<file path="src/rtl/bridge_gate_driver_if.sv">
// Command, control and gate-drive signals between the clock source stage and the bridge gate driver.
interface bridge_gate_driver_if;
  logic Fsw;
  logic Fsw_bar;
  logic enable;
  logic fault;
  logic fault_clr;
  logic ga_hi;
  logic ga_lo;
  logic gb_hi;
  logic gb_lo;
  logic fault_latched;

  modport master (
    output Fsw, Fsw_bar, enable, fault, fault_clr,
    input  ga_hi, ga_lo, gb_hi, gb_lo, fault_latched
  );

  modport slave (
    input  Fsw, Fsw_bar, enable, fault, fault_clr,
    output ga_hi, ga_lo, gb_hi, gb_lo, fault_latched
  );
endinterface

</file>
<file path="src/rtl/bridge_gate_driver.sv">
// Dead-time-protected complementary gate driver for a two-leg phase-shifted full bridge with latched fault.
// Define GATE_MIN_ON_EN to hold each gate on for at least MIN_ON_CYCLES after it turns on.
module bridge_gate_driver #(
  parameter int DEAD_CYCLES   = 3,
  parameter int CNT_W         = 4,
  parameter int MIN_ON_CYCLES = 4
) (
  input logic                 clk,
  input logic                 reset,
  bridge_gate_driver_if.slave bus
);
  typedef enum logic [1:0] {SAFE, HI, LO, DT} leg_state_t;

  localparam logic [CNT_W-1:0] DT_LOAD = CNT_W'(DEAD_CYCLES - 1);
`ifdef GATE_MIN_ON_EN
  localparam logic [CNT_W-1:0] ON_LOAD = CNT_W'(MIN_ON_CYCLES - 1);
`else
  localparam logic [CNT_W-1:0] ON_LOAD = '0;
`endif

  generate
    if (DEAD_CYCLES < 1 || DEAD_CYCLES > 15 || DEAD_CYCLES > (1 << CNT_W) ||
        MIN_ON_CYCLES < 1 || MIN_ON_CYCLES > (1 << CNT_W)) begin : g_bad_param
      $error("bridge_gate_driver: DEAD_CYCLES/MIN_ON_CYCLES out of range for CNT_W");
    end
  endgenerate

  logic       fault_latched_reg;
  logic [1:0] cmd_reg;
  logic [1:0] gate_hi;
  logic [1:0] gate_lo;
  logic       force_safe;

  // A fresh fault clears the gates at the same edge it is latched, without waiting a cycle.
  assign force_safe = !bus.enable || fault_latched_reg || bus.fault;

  // Upstream commands come from a combinational loop, so they are registered before any use.
  always_ff @(posedge clk or posedge reset) begin
    if (reset) begin
      cmd_reg           <= '0;
      fault_latched_reg <= 1'b0;
    end else begin
      cmd_reg <= {bus.Fsw_bar, bus.Fsw};
      if (bus.fault)
        fault_latched_reg <= 1'b1;
      else if (bus.fault_clr)
        fault_latched_reg <= 1'b0;
    end
  end

  generate
    for (genvar gi = 0; gi < 2; gi++) begin : g_leg
      leg_state_t       state_reg;
      logic [CNT_W-1:0] cnt_reg;
      logic             hi_reg;
      logic             lo_reg;
      logic             hold_done;

`ifdef GATE_MIN_ON_EN
      assign hold_done = (cnt_reg == '0);
`else
      assign hold_done = 1'b1;
`endif

      // One counter serves both the dead-time in DT and the optional min-on hold in HI/LO.
      always_ff @(posedge clk or posedge reset) begin
        if (reset) begin
          state_reg <= SAFE;
          cnt_reg   <= '0;
          hi_reg    <= 1'b0;
          lo_reg    <= 1'b0;
        end else if (force_safe) begin
          state_reg <= SAFE;
          cnt_reg   <= '0;
          hi_reg    <= 1'b0;
          lo_reg    <= 1'b0;
        end else begin
          case (state_reg)
            SAFE: begin
              state_reg <= DT;
              cnt_reg   <= DT_LOAD;
              hi_reg    <= 1'b0;
              lo_reg    <= 1'b0;
            end
            HI: begin
              if (!cmd_reg[gi] && hold_done) begin
                state_reg <= DT;
                cnt_reg   <= DT_LOAD;
                hi_reg    <= 1'b0;
              end else if (cnt_reg != '0) begin
                cnt_reg <= cnt_reg - CNT_W'(1);
              end
            end
            LO: begin
              if (cmd_reg[gi] && hold_done) begin
                state_reg <= DT;
                cnt_reg   <= DT_LOAD;
                lo_reg    <= 1'b0;
              end else if (cnt_reg != '0) begin
                cnt_reg <= cnt_reg - CNT_W'(1);
              end
            end
            DT: begin
              if (cnt_reg == '0) begin
                state_reg <= cmd_reg[gi] ? HI : LO;
                cnt_reg   <= ON_LOAD;
                hi_reg    <= cmd_reg[gi];
                lo_reg    <= !cmd_reg[gi];
              end else begin
                cnt_reg <= cnt_reg - CNT_W'(1);
              end
            end
            default: begin
              state_reg <= SAFE;
              cnt_reg   <= '0;
              hi_reg    <= 1'b0;
              lo_reg    <= 1'b0;
            end
          endcase
        end
      end

      assign gate_hi[gi] = hi_reg;
      assign gate_lo[gi] = lo_reg;
    end
  endgenerate

  assign bus.ga_hi         = gate_hi[0];
  assign bus.ga_lo         = gate_lo[0];
  assign bus.gb_hi         = gate_hi[1];
  assign bus.gb_lo         = gate_lo[1];
  assign bus.fault_latched = fault_latched_reg;
endmodule

</file>
<file path="src/flat_wrapper.sv">
// flat-port wrapper written by rule: the top's interface ports become plain ports
module bridge_gate_driver_flat 
#(
  parameter int DEAD_CYCLES   = 3,
  parameter int CNT_W         = 4,
  parameter int MIN_ON_CYCLES = 4
)
  (clk, reset, bus_Fsw, bus_Fsw_bar, bus_enable, bus_fault, bus_fault_clr, bus_ga_hi, bus_ga_lo, bus_gb_hi, bus_gb_lo, bus_fault_latched);
  bridge_gate_driver_if bus_i ();
  input logic clk;
  input logic reset;
  input wire logic [$bits(bus_i.Fsw)-1:0] bus_Fsw;
  input wire logic [$bits(bus_i.Fsw_bar)-1:0] bus_Fsw_bar;
  input wire logic [$bits(bus_i.enable)-1:0] bus_enable;
  input wire logic [$bits(bus_i.fault)-1:0] bus_fault;
  input wire logic [$bits(bus_i.fault_clr)-1:0] bus_fault_clr;
  output wire logic [$bits(bus_i.ga_hi)-1:0] bus_ga_hi;
  output wire logic [$bits(bus_i.ga_lo)-1:0] bus_ga_lo;
  output wire logic [$bits(bus_i.gb_hi)-1:0] bus_gb_hi;
  output wire logic [$bits(bus_i.gb_lo)-1:0] bus_gb_lo;
  output wire logic [$bits(bus_i.fault_latched)-1:0] bus_fault_latched;
  assign bus_i.Fsw = bus_Fsw;
  assign bus_i.Fsw_bar = bus_Fsw_bar;
  assign bus_i.enable = bus_enable;
  assign bus_i.fault = bus_fault;
  assign bus_i.fault_clr = bus_fault_clr;
  assign bus_ga_hi = bus_i.ga_hi;
  assign bus_ga_lo = bus_i.ga_lo;
  assign bus_gb_hi = bus_i.gb_hi;
  assign bus_gb_lo = bus_i.gb_lo;
  assign bus_fault_latched = bus_i.fault_latched;
  bridge_gate_driver #(.DEAD_CYCLES(DEAD_CYCLES), .CNT_W(CNT_W), .MIN_ON_CYCLES(MIN_ON_CYCLES)) u_core (.clk(clk), .reset(reset), .bus(bus_i));
endmodule
</file>
<file path="config.mk">
export PLATFORM = sky130hd
export DESIGN_NAME = bridge_gate_driver_flat
export DESIGN_NICKNAME = d
export VERILOG_FILES = /design/src/rtl/bridge_gate_driver_if.sv /design/src/rtl/bridge_gate_driver.sv /design/src/flat_wrapper.sv
export SDC_FILE = /design/constraint.sdc
export NUM_CORES = 1
export LEC_CHECK = 0
export ABC_CLOCK_PERIOD_IN_PS = 4880
export CAP_MARGIN = 20
export CORE_UTILIZATION = 50
export DETAILED_ROUTE_END_ITERATION = 6
export PLACE_DENSITY_LB_ADDON = 0.25
export SETUP_SLACK_MARGIN = 0.02
export SLEW_MARGIN = 5
export SYNTH_ARGS = -nofsm -noshare
export SYNTH_HDL_FRONTEND = slang
export SYNTH_SLANG_ARGS = --single-unit
</file>
<file path="constraint.sdc">
create_clock -name clk -period 4.88 [get_ports clk]
set_input_delay 0.976 -clock clk [delete_from_list [all_inputs] [get_ports clk]]
set_output_delay 0.976 -clock clk [all_outputs]
set_load 0.05 [all_outputs]
</file>
==> results of run 1 <==
## layout by cell type, fill, tap and decap left out, types with 2 or more instances in the layout
cell type                         Yosys  routed
sky130_fd_sc_hd__ha_1                 9       9
sky130_fd_sc_hd__nand2_1              6       6
sky130_fd_sc_hd__inv_1               11      11
sky130_fd_sc_hd__o21ai_0              2       2
sky130_fd_sc_hd__a31oi_1              3       3
sky130_fd_sc_hd__o32ai_1              2       2
sky130_fd_sc_hd__a21o_1               2       2
sky130_fd_sc_hd__and2_1               2       2
sky130_fd_sc_hd__clkbuf_4             0       3
sky130_fd_sc_hd__a21oi_1              6       6
sky130_fd_sc_hd__nor2_1               8       8
sky130_fd_sc_hd__clkdlybuf4s50_1      0      11
sky130_fd_sc_hd__mux2_2               3       3
sky130_fd_sc_hd__nand2b_1             2       2
sky130_fd_sc_hd__nand3_1              6       6
sky130_fd_sc_hd__nor3_1               5       5
sky130_fd_sc_hd__xnor2_1              2       2
sky130_fd_sc_hd__dfrtp_1             19      19
sky130_fd_sc_hd__nor3b_1              2       2
sky130_fd_sc_hd__mux2i_1              2       2
## cells in the mapped netlist, types with 2 or more instances
master / number
sky130_fd_sc_hd__nand2_1: 6
sky130_fd_sc_hd__mux2i_1: 2
sky130_fd_sc_hd__nand3_1: 6
sky130_fd_sc_hd__mux2_2: 3
sky130_fd_sc_hd__a31oi_1: 3
sky130_fd_sc_hd__nor3b_1: 2
sky130_fd_sc_hd__xnor2_1: 2
sky130_fd_sc_hd__ha_1: 9
sky130_fd_sc_hd__a21oi_1: 6
sky130_fd_sc_hd__and2_1: 2
sky130_fd_sc_hd__a21o_1: 2
sky130_fd_sc_hd__inv_1: 11
sky130_fd_sc_hd__nor3_1: 5
sky130_fd_sc_hd__nand2b_1: 2
sky130_fd_sc_hd__o32ai_1: 2
sky130_fd_sc_hd__dfrtp_1: 19
sky130_fd_sc_hd__nor2_1: 8
sky130_fd_sc_hd__o21ai_0: 2
## worst register-to-register path, stage by stage, from the launching register on
cell,delay [ns]
sky130_fd_sc_hd__dfrtp_1,0.39
sky130_fd_sc_hd__inv_1,0.09
sky130_fd_sc_hd__ha_1,0.20
sky130_fd_sc_hd__nor3b_2,0.38
sky130_fd_sc_hd__inv_1,0.16
sky130_fd_sc_hd__ha_1,0.32
sky130_fd_sc_hd__or3_1,0.35
sky130_fd_sc_hd__a21oi_1,0.14
## cells by family (layout without fill, tap and decap cells)
group	Yosys count	in the layout	share of synthesized area
AND/OR/NAND/NOR	39	39	0.204
multiplexers	5	5	0.0495
XOR/XNOR	2	2	0.0161
AO/OA/AOI/OAI	22	22	0.139
buffers and inverters	14	27	0.0495
adder cells (fa/ha/maj)	9	9	0.104
flip-flops	19	19	0.438
## power by group through the flow
stage / registers (µW) / clock network, µW / logic [µW]
after global routing: 165 / 87.5 / 34.9
after floorplan: 169 / 0 / 18.9
after detailed placement: 167 / 0 / 31.1
after CTS: 164 / 78.8 / 31.3
final: 164 / 76.4 / 31.1
after global placement: 167 / 0 / 30.3
## area by class of cell
type                            count  area (µm²)
Sequential cell                    19         475
Timing Repair Buffer               11         110
Tap cell                           27        33.8
Inverter                           12        45.0
Multi-Input combinational cell     77         557
Fill cell                         169         754
Clock buffer                        4        26.3
## metal layers
| metal | vias to the layer above | track usage | wire [µm] |
|---|---|---|---|
| li1 | 413 | - | - |
| met1 | 400 | 0.233 | 938 |
| met2 | 17 | 0.299 | 876 |
| met3 | 2 | 0.0189 | 54 |
| met4 | 0 | 0.0588 | 14 |
| met5 | - | 0 | 0 |
## final timing paths
kind	to	cells past startpoint
min in group asynchronous	u_core.bus.ga_hi$_DFFE_PP0P_	2
hold / removal	u_core.bus.fault_latched$_DFFE_PP0P_	1
max in group asynchronous	u_core.cmd_reg[1]$_DFF_PP0_	2
setup / recovery	bus_fault_latched	1
hold reg to reg	u_core.bus.fault_latched$_DFFE_PP0P_	1
setup reg to reg	u_core.g_leg[1].cnt_reg[0]$_DFF_PP0_	7
## per-stage QoR
| stage | power (µW) | instances | hold slack [ns] |
|---|---|---|---|
| after global routing | 287 | 150 | 0.555 |
| after detailed placement | 199 | 146 | 0.513 |
| after floorplan | 187 | 110 | 0.530 |
| after global placement | 198 | 146 | 0.516 |
| after CTS | 274 | 150 | 0.541 |
| final | 272 | 150 | 0.543 |
==> Flow_metrics.wiki, run 1 <==
{| class="wikitable"
! Metric !! Value
|-
| Sequential area share after synthesis || 0.438
|-
| Final-stage net count || 140
|-
| Antenna Violating Nets Remaining || 0
|-
| Maximum number of pins on one net before global-route repair || 20
|-
| Data arrival time of the critical path || 1.49 ns
|-
| Worst-case register-to-register setup slack || 2.79 ns
|-
| Number of buffers added by the clock tree synthesis step || 3
|-
| Worst path max stage delay || 0.81 ns
|-
| Cts hold-fix bufs || 0
|-
| Cell taking the most area after synthesis || sky130_fd_sc_hd__dfrtp_1
|-
| Skew-Pair Late Insertion Delay || 0.28 ns
|-
| Setup violators final || 0
|-
| Period utilization || 0.505
|-
| Crit start category || flop
|-
| Source of the critical timing path || u_core.bus.fault_latched$_DFFE_PP0P_
|-
| Clock sink count || 19
|-
| Proportion of power drawn by flip-flops and latches || 0.605
|-
| Netlist area before placement || 1090 µm²
|-
| Total inserted antenna cells || 0
|-
| Outcome || finished clean
|-
| TritonCTS clock tree || built
|-
| Cell internal power dissipation || 206 µW
|-
| Core ar. || 2000 µm²
|-
| Max-capacitance violation count || 0
|-
| Layout cells sized above 1 || 0.0894
|-
| Highest fanout seen on the critical path || 4
|-
| Hold Vio Cnt, Final || 0
|-
| P&R area growth vs syn || 14.9%
|-
| Endpoint required time on the critical path || 3.90 ns
|-
| Unique masters post-synth || 36
|-
| Register bit total from synthesis || 19
|-
| Count of instances resized after the clock tree is built || 0
|-
| Detailed placement HPWL || 1400 µm
|-
| Clk pin slew, worst setup/hold paths || 0.10 ns
|-
| Fraction of registers with async set or reset after synthesis || 1.00
|-
| Combinational share of power || 0.114
|-
| Total placed instance area || 1220 µm²
|-
| Clock Path Buffers || 2
|-
| Initial Util || 0.543
|-
| GRT Overall Usage || 0.176
|-
| Top flip-flop cell by instance count after synthesis || sky130_fd_sc_hd__dfrtp_1
|-
| Biggest area contributors in the synthesized netlist || sky130_fd_sc_hd__dfrtp_1, sky130_fd_sc_hd__ha_1, sky130_fd_sc_hd__inv_1
|-
| Overall die height || 48.6 µm
|-
| Standard-cell rows || 16
|-
| Via count || 832
|-
| FMAX || 406 MHz
|-
| Worst-path cell with the longest stage delay || sky130_fd_sc_hd__clkdlybuf4s50_1
|-
| Endpoint class of the critical path || output pin
|-
| Kind of critical path || flop to output pin
|-
| Sum of routed wire length over all layers || 1880 µm
|-
| Leakage Power || 0.000556 µW
|-
| Finished Cell Area || 1250 µm²
|-
| Crit Reg-Reg Startpoint || u_core.g_leg[1].cnt_reg[0]$_DFF_PP0_
|-
| Top cell type's share of synthesized area || 0.438
|-
| Wire length of the first global-routing pass || 3210 µm
|-
| Vias in the first global route || 759
|-
| Flip-flop count of the largest register, all copies and words added || 8
|-
| Count of H-tree levels built during CTS || 1
|-
| Port Buffers || 11
|-
| Detailed-router iteration count before antenna repair || 4
|-
| Placement Setup Slack || 2.43 ns
|-
| Slew at the pin closest to its max-slew limit || 0.683 ns
|-
| Count of buffer and inverter cells on the critical path || 1
|-
| I/O pin total || 12
|-
| CTS Root Buffer Type || sky130_fd_sc_hd__clkbuf_4
|-
| Beginning of the worst hold path || u_core.bus.fault_latched$_DFFE_PP0P_
|-
| Setup tns final || 0 ns
|-
| Unrepaired setup endpoints after global routing || false
|-
| Leftover overflow at the end of global routing || 0
|-
| Kind of cell adding the most delay to the critical path || buffers and inverters
|-
| Switching component of the power || 65.5 µW
|-
| CP Cell Sequence || clkdlybuf4s50_1
|-
| Routability-driven placement congestion ratio || 0.832
|-
| Maximum ir drop on the vdd rail || 0.180 mV
|-
| Vias per std cell || 5.55
|-
| Average size of a mapped cell || 9.87 µm²
|-
| Proportion of power drawn by the clock network || 0.281
|-
| Normalized max-slew margin || 0.544
|-
| DRC || 0
|-
| Path class of the lowest-slack min-delay path || flop to flop
|-
| Number of nets in the synthesized netlist || 126
|-
| Number of buffers inserted to repair setup after CTS || 0
|-
| Violation count after the first detailed-routing iteration || 28
|-
| Number of synthesized flops with an enable pin || 0
|-
| Post-route clock skew || 0.00526 ns
|-
| Power density relative to cell area || 218 nW/µm²
|-
| Clock period minus final worst setup slack || 2.46 ns
|-
| Layout Utilization || 0.623
|-
| Least setup slack across all paths after layout || 2.42 ns
|-
| Die X || 48.6 µm
|-
| Mean routed wirelength per cell || 12.6 µm
|-
| Final Max Slew Viols || 0
|-
| Synth warnings || 0
|-
| Switching portion of total power || 0.241
|-
| Antenna violations before repair || 0
|-
| Full die area || 2360 µm²
|-
| Syn Inst Count || 110
|}
Power figures use the tool's default switching activity.
==> inputs of run 2 (changes only) <==
- ABC_CLOCK_PERIOD_IN_PS: 4880 -> 2500
- clock period: 4.88 -> 2.5 ns (I/O delays scaled with it)
==> Flow_metrics.wiki, run 2 (synthesis gave the netlist of run 1 again) <==
{| class="wikitable"
! Metric !! Value
|-
| Final Max Slew Viols || 0 (unchanged)
|-
| Count of H-tree levels built during CTS || 1 (unchanged)
|-
| Endpoint required time on the critical path || 2.74 ns (was 3.90 ns)
|-
| Number of buffers inserted to repair setup after CTS || 0 (unchanged)
|-
| Detailed placement HPWL || 1510 µm (was 1400 µm)
|-
| Clock period minus final worst setup slack || 2.04 ns
|-
| Via count || 830 (was 832)
|-
| Full die area || 2360 µm² (unchanged)
|-
| Port Buffers || 11 (unchanged)
|-
| Data arrival time of the critical path || 2.28 ns (was 1.49 ns)
|-
| Leakage Power || 0.000558 µW (was 0.000556 µW)
|-
| P&R area growth vs syn || 15.0% (was 14.9%)
|-
| Highest fanout seen on the critical path || 6 (was 4)
|-
| Finished Cell Area || 1250 µm² (about the same)
|-
| I/O pin total || 12 (unchanged)
|-
| Total inserted antenna cells || 0 (unchanged)
|-
| Maximum ir drop on the vdd rail || 0.391 mV (was 0.180 mV)
|-
| Die X || 48.6 µm (unchanged)
|-
| Power density relative to cell area || 436 nW/µm² (was 218 nW/µm²)
|-
| Flip-flop count of the largest register, all copies and words added || 8 (unchanged)
|-
| Vias in the first global route || 859 (was 759)
|-
| Antenna Violating Nets Remaining || 0 (unchanged)
|-
| Routability-driven placement congestion ratio || 0.792 (was 0.832)
|-
| Antenna violations before repair || 0 (unchanged)
|-
| Overall die height || 48.6 µm (unchanged)
|-
| FMAX || 490 MHz
|-
| Standard-cell rows || 16 (unchanged)
|-
| Total area of multi-input combinational cells || 557 µm² (unchanged)
|-
| Vias per std cell || 5.53 (was 5.55)
|-
| GRT Overall Usage || 0.202 (was 0.176)
|-
| Mean routed wirelength per cell || 13.4 µm (was 12.6 µm)
|-
| Worst hold stages || 1 (unchanged)
|-
| Crit start category || flop (unchanged)
|-
| Setup tns final || 0 ns (unchanged)
|-
| Normalized max-slew margin || 0.534 (was 0.544)
|-
| Total placed instance area || 1220 µm² (unchanged)
|-
| # placed instances || 146 (unchanged)
|-
| Setup violators final || 0 (unchanged)
|-
| Core ar. || 2000 µm² (unchanged)
|-
| Clock sink count || 19 (unchanged)
|-
| Cts hold-fix bufs || 0 (unchanged)
|-
| Unrepaired setup endpoints after global routing || false (unchanged)
|-
| Commonest cells after routing, fill and taps aside || sky130_fd_sc_hd__dfrtp_1, sky130_fd_sc_hd__inv_1, sky130_fd_sc_hd__clkdlybuf4s50_1 (unchanged)
|-
| Endpoint class of the critical path || flop (was output pin)
|-
| Sum of routed wire length over all layers || 2020 µm (was 1880 µm)
|-
| Post-route clock skew || 0.00401 ns (was 0.00526 ns)
|-
| Max-capacitance violation count || 0 (unchanged)
|-
| Least setup slack across all paths after layout || 0.461 ns (was 2.42 ns)
|-
| Outcome || finished clean (unchanged)
|-
| Period utilization || 0.816
|-
| Layout cells sized above 1 || 0.0976 (was 0.0894)
|-
| Violation count after the first detailed-routing iteration || 8 (was 28)
|-
| Seq. cell area || 475 µm² (unchanged)
|-
| Final Power || 544 µW (was 272 µW)
|-
| Skew-Pair Late Insertion Delay || 0.31 ns (was 0.28 ns)
|-
| Depth of the most critical reg-to-reg path || 7 (unchanged)
|-
| Path class of the lowest-slack min-delay path || flop to flop (unchanged)
|-
| Clock Path Buffers || 2 (unchanged)
|-
| Wire length of the first global-routing pass || 3630 µm (was 3210 µm)
|-
| Slew at the pin closest to its max-slew limit || 0.698 ns (was 0.683 ns)
|-
| DRC || 0 (unchanged)
|-
| Initial Util || 0.543 (unchanged)
|-
| Hold Vio Cnt, Final || 0 (unchanged)
|-
| Fill cells || 188 (was 169)
|-
| Most common library cell in the layout ignoring fill and taps || sky130_fd_sc_hd__dfrtp_1 (unchanged)
|-
| Final-stage net count || 140 (unchanged)
|-
| Detailed-router iteration count before antenna repair || 4 (unchanged)
|-
| Number of buffers added by the clock tree synthesis step || 3 (unchanged)
|-
| Leftover overflow at the end of global routing || 0 (unchanged)
|-
| Clk pin slew, worst setup/hold paths || 0.11 ns (was 0.10 ns)
|-
| Count of non-filler cells in the finished layout || 150 (unchanged)
|-
| Count of instances resized after the clock tree is built || 0 (unchanged)
|-
| CTS Root Buffer Type || sky130_fd_sc_hd__clkbuf_4 (unchanged)
|-
| Kind of critical path || flop to flop (was flop to output pin)
|-
| Maximum number of pins on one net before global-route repair || 20 (unchanged)
|-
| Placement Setup Slack || 0.482 ns (was 2.43 ns)
|-
| TritonCTS clock tree || built (unchanged)
|}
[run 2: cell count changes in the layout (fill, tap and decap cells not counted), sizes merged]
cell / before / now
clkinv: 0 / 1
clkbuf: 4 / 3
[run 2: layout make-up]
| type | count | area share |
|---|---|---|
| well taps | 27 | 0.0271 |
| repair buffers | 11 | 0.0882 |
| clock inverters | 1 | 0.00401 |
| inverters | 12 | 0.0361 |
| flip-flops and latches | 19 | 0.381 |
| multi-input cells | 77 | 0.446 |
| clock buffers | 3 | 0.0180 |
[run 2: routing by layer]
layer  track usage  part of all wire
met5             0                 0
met4        0.0882             0.018
met3        0.0283             0.025
met2         0.345              0.48
met1         0.255              0.48
[run 2: path summary, 6_finish.rpt]
kind	startpoint	slack (ns)	to
setup / recovery	u_core.g_leg[1].cnt_reg[0]$_DFF_PP0_	0.46	u_core.g_leg[1].cnt_reg[0]$_DFF_PP0_
setup reg to reg	u_core.g_leg[1].cnt_reg[0]$_DFF_PP0_	0.46	u_core.g_leg[1].cnt_reg[0]$_DFF_PP0_
hold reg to reg	u_core.bus.fault_latched$_DFFE_PP0P_	0.54	u_core.bus.fault_latched$_DFFE_PP0P_
hold / removal	u_core.bus.fault_latched$_DFFE_PP0P_	0.54	u_core.bus.fault_latched$_DFFE_PP0P_
min in group asynchronous	reset	0.59	u_core.g_leg[0].state_reg[1]$_DFFE_PP0P_
max in group asynchronous	reset	1.47	u_core.g_leg[1].cnt_reg[1]$_DFF_PP0_
[run 2: power by group]
group	switching, µW	total, µW	internal (µW)
Combinational	33.1	61.2	28.2
Sequential	7.72	321	313
Clock	102	162	59.8
[run 2: per-stage QoR]
| step | hold slack [ns] | utilization |
|---|---|---|
| floorplan | 0.451 | - |
| global placement | 0.523 | 0.610 |
| detailed placement | 0.517 | 0.610 |
| CTS | 0.548 | 0.624 |
| global route | 0.569 | 0.624 |
| finish | 0.544 | 0.624 |
[run 2: critical path, cell delays in order (launching register included)]
cell and delay, ns:
sky130_fd_sc_hd__dfrtp_1 0.40, sky130_fd_sc_hd__inv_1 0.08, sky130_fd_sc_hd__ha_1 0.20, sky130_fd_sc_hd__nor3b_2 0.34, sky130_fd_sc_hd__inv_1 0.15, sky130_fd_sc_hd__ha_1 0.31
sky130_fd_sc_hd__or3_1 0.35, sky130_fd_sc_hd__a21oi_1 0.14
==> inputs of run 3 (changes only) <==
- ABC_CLOCK_PERIOD_IN_PS: 2500 -> 2100
- clock period: 2.5 -> 2.1 ns (I/O delays scaled with it)
==> Flow_metrics.wiki, run 3 (synthesis gave the netlist of run 1 again) <==
{| class="wikitable"
! Metric !! Value
|-
| I/O pin total || 12 (unchanged)
|-
| Count of instances resized after the clock tree is built || 0 (unchanged)
|-
| Period utilization || 0.934
|-
| Depth of the most critical reg-to-reg path || 7 (unchanged)
|-
| Final Max Slew Viols || 0 (unchanged)
|-
| Highest fanout seen on the critical path || 3 (was 6)
|-
| Power density relative to cell area || 515 nW/µm² (was 436 nW/µm²)
|-
| Cell internal power dissipation || 483 µW (was 401 µW)
|-
| Endpoint of the worst-slack reg-to-reg timing path || u_core.g_leg[1].cnt_reg[0]$_DFF_PP0_ (unchanged)
|-
| Unrepaired setup endpoints after global routing || false (unchanged)
|-
| Total placed instance area || 1240 µm² (was 1220 µm²)
|-
| Number of buffers inserted to repair setup after CTS || 0 (unchanged)
|-
| FMAX || 510 MHz
|-
| Clock period minus final worst setup slack || 1.96 ns
|-
| Flip-flop count of the largest register, all copies and words added || 8 (unchanged)
|-
| Most common library cell in the layout ignoring fill and taps || sky130_fd_sc_hd__dfrtp_1 (unchanged)
|-
| Path class of the lowest-slack min-delay path || primary input to asynchronous set/reset pin (was flop to flop)
|-
| Max-capacitance violation count || 0 (unchanged)
|-
| Clock Path Buffers || 2 (unchanged)
|-
| Antenna violations before repair || 0 (unchanged)
|-
| Leakage Power || 0.000570 µW (was 0.000558 µW)
|-
| Antenna Violating Nets Remaining || 0 (unchanged)
|-
| Post-route clock skew || 0.00991 ns (was 0.00401 ns)
|-
| Crit start category || flop (unchanged)
|-
| Kind of critical path || flop to output pin (was flop to flop)
|-
| Skew-Pair Late Insertion Delay || 0.31 ns (about the same)
|-
| Overall die height || 48.6 µm (unchanged)
|-
| Wire length of the first global-routing pass || 3600 µm (was 3630 µm)
|-
| Normalized max-slew margin || 0.666 (was 0.534)
|-
| Port Buffers || 11 (unchanged)
|-
| Crit Reg-Reg Startpoint || u_core.g_leg[1].cnt_reg[0]$_DFF_PP0_ (unchanged)
|-
| Maximum ir drop on the vdd rail || 0.498 mV (was 0.391 mV)
|-
| Outcome || finished clean (unchanged)
|-
| Endpoint required time on the critical path || 1.68 ns (was 2.74 ns)
|-
| Data arrival time of the critical path || 1.54 ns (was 2.28 ns)
|-
| Maximum number of pins on one net before global-route repair || 14 (was 20)
|-
| Kind of cell adding the most delay to the critical path || buffers and inverters (was simple AND/OR/NAND/NOR gates)
|-
| TritonCTS clock tree || built (unchanged)
|-
| Worst-path cell with the longest stage delay || sky130_fd_sc_hd__clkdlybuf4s50_1 (was sky130_fd_sc_hd__dfrtp_1)
|-
| Count of H-tree levels built during CTS || 1 (unchanged)
|-
| Worst path max stage delay || 0.81 ns (was 0.40 ns)
|-
| Fill cells || 175 (was 188)
|-
| Number of buffers added by the clock tree synthesis step || 3 (unchanged)
|-
| CP Cell Sequence || clkdlybuf4s50_1 (was inv_1 -> ha_1 -> nor3b_2 -> inv_1 -> ha_1 -> or3_1 -> a21oi_1)
|-
| CTS Root Buffer Type || sky130_fd_sc_hd__clkbuf_4 (unchanged)
|-
| Hold Vio Cnt, Final || 0 (unchanged)
|-
| Initial Util || 0.543 (unchanged)
|-
| Via count || 832 (was 830)
|-
| Commonest cells after routing, fill and taps aside || sky130_fd_sc_hd__dfrtp_1, sky130_fd_sc_hd__inv_1, sky130_fd_sc_hd__clkdlybuf4s50_1 (unchanged)
|-
| Setup violators final || 0 (unchanged)
|-
| Detailed-router iteration count before antenna repair || 5 (was 4)
|-
| Core ar. || 2000 µm² (unchanged)
|-
| Count of buffer and inverter cells on the critical path || 1 (was 2)
|-
| Full die area || 2360 µm² (unchanged)
|-
| Proportion of power drawn by flip-flops and latches || 0.584 (was 0.590)
|-
| Switching portion of total power || 0.261 (was 0.262)
|-
| Switching component of the power || 171 µW (was 143 µW)
|-
| Total inserted antenna cells || 0 (unchanged)
|-
| Layout Utilization || 0.634 (was 0.624)
|-
| Final-stage net count || 143 (was 140)
|-
| GRT Overall Usage || 0.202 (about the same)
|-
| P&R area growth vs syn || 16.9% (was 15.0%)
|-
| Violation count after the first detailed-routing iteration || 22 (was 8)
|-
| DRC || 0 (unchanged)
|-
| Total area of multi-input combinational cells || 557 µm² (unchanged)
|-
| Finished Cell Area || 1270 µm² (was 1250 µm²)
|-
| Cell count along the critical path || 1 (was 7)
|-
| Sum of routed wire length over all layers || 1980 µm (was 2020 µm)
|-
| Vias per std cell || 5.44 (was 5.53)
|-
| Routability-driven placement congestion ratio || 0.802 (was 0.792)
|-
| Slew at the pin closest to its max-slew limit || 0.499 ns (was 0.698 ns)
|-
| Clk pin slew, worst setup/hold paths || 0.12 ns (was 0.11 ns)
|-
| Vias in the first global route || 788 (was 859)
|-
| Cts hold-fix bufs || 0 (unchanged)
|-
| Layout cells sized above 1 || 0.111 (was 0.0976)
|-
| Proportion of power drawn by the clock network || 0.301 (was 0.297)
|-
| Die X || 48.6 µm (unchanged)
|-
| Detailed placement HPWL || 1460 µm (was 1510 µm)
|-
| Setup tns final || 0 ns (unchanged)
|-
| Seq. cell area || 475 µm² (unchanged)
|-
| Worst-case register-to-register setup slack || 0.26 ns (was 0.46 ns)
|-
| Combinational share of power || 0.115 (was 0.113)
|-
| Leftover overflow at the end of global routing || 0 (unchanged)
|-
| Mean routed wirelength per cell || 12.9 µm (was 13.4 µm)
|-
| Standard-cell rows || 16 (unchanged)
|-
| Clock sink count || 19 (unchanged)
|-
| Endpoint class of the critical path || output pin (was flop)
|}
==> run 3: cell count changes in the layout (fill, tap and decap cells not counted) <==
| cell | before | now |
|---|---|---|
| sky130_fd_sc_hd__buf_4 | 0 | 3 |
| sky130_fd_sc_hd__clkbuf_1 | 0 | 1 |
| sky130_fd_sc_hd__clkinv_2 | 1 | 0 |
==> run 3: per-stage QoR <==
step                      power, µW  instances  hold WS [ns]  setup WS (ns)
after floorplan                 436        110         0.371          0.278
after global placement          463        149         0.523          0.236
after detailed placement        465        149         0.514          0.202
after CTS                       659        153         0.327          0.138
after global routing            684        153         0.363         0.0721
final                           654        153         0.312          0.139
==> run 3: power groups by stage <==
stage,Sequential (µW),Combinational [µW],Clock [µW]
floorplan,392,43.9,0
global placement,389,74.4,0
detailed placement,389,75.8,0
CTS,382,76.3,201
global route,384,85.1,216
finish,382,75.4,197
==> run 3: worst max-delay path by stage <==
| stage | from | to | slack [ns] |
|---|---|---|---|
| 2_1_floorplan | u_core.g_leg[1].cnt_reg[0]$_DFF_PP0_ | u_core.g_leg[1].cnt_reg[0]$_DFF_PP0_ | 0.28 |
| 3_3_place_gp | bus_enable | u_core.bus.gb_hi$_DFFE_PP0P_ | 0.24 |
| 3_5_place_dp | bus_enable | u_core.bus.gb_hi$_DFFE_PP0P_ | 0.20 |
| 4_1_cts | u_core.bus.fault_latched$_DFFE_PP0P_ | bus_fault_latched | 0.14 |
| 5_1_grt | u_core.g_leg[1].cnt_reg[0]$_DFF_PP0_ | u_core.g_leg[1].cnt_reg[0]$_DFF_PP0_ | 0.07 |
| 6_report | u_core.bus.gb_lo$_DFFE_PP0P_ | bus_gb_lo | 0.14 |
==> run 3: area by class of cell <==
type                    instances  share of cell area
clock buffers                   4              0.0207
inverters                      12              0.0355
flip-flops and latches         19               0.374
multi-input cells              77               0.438
repair buffers                 14               0.104
well taps                      27              0.0266
==> run 3: per-layer routing <==
| layer | vias to the layer above | part of all wire | global-route usage |
|---|---|---|---|
| met4 | 0 | 0.026 | 0.118 |
| met5 | - | 0 | 0 |
| li1 | 421 | - | - |
| met1 | 386 | 0.52 | 0.287 |
| met2 | 20 | 0.43 | 0.299 |
| met3 | 5 | 0.027 | 0.0189 |
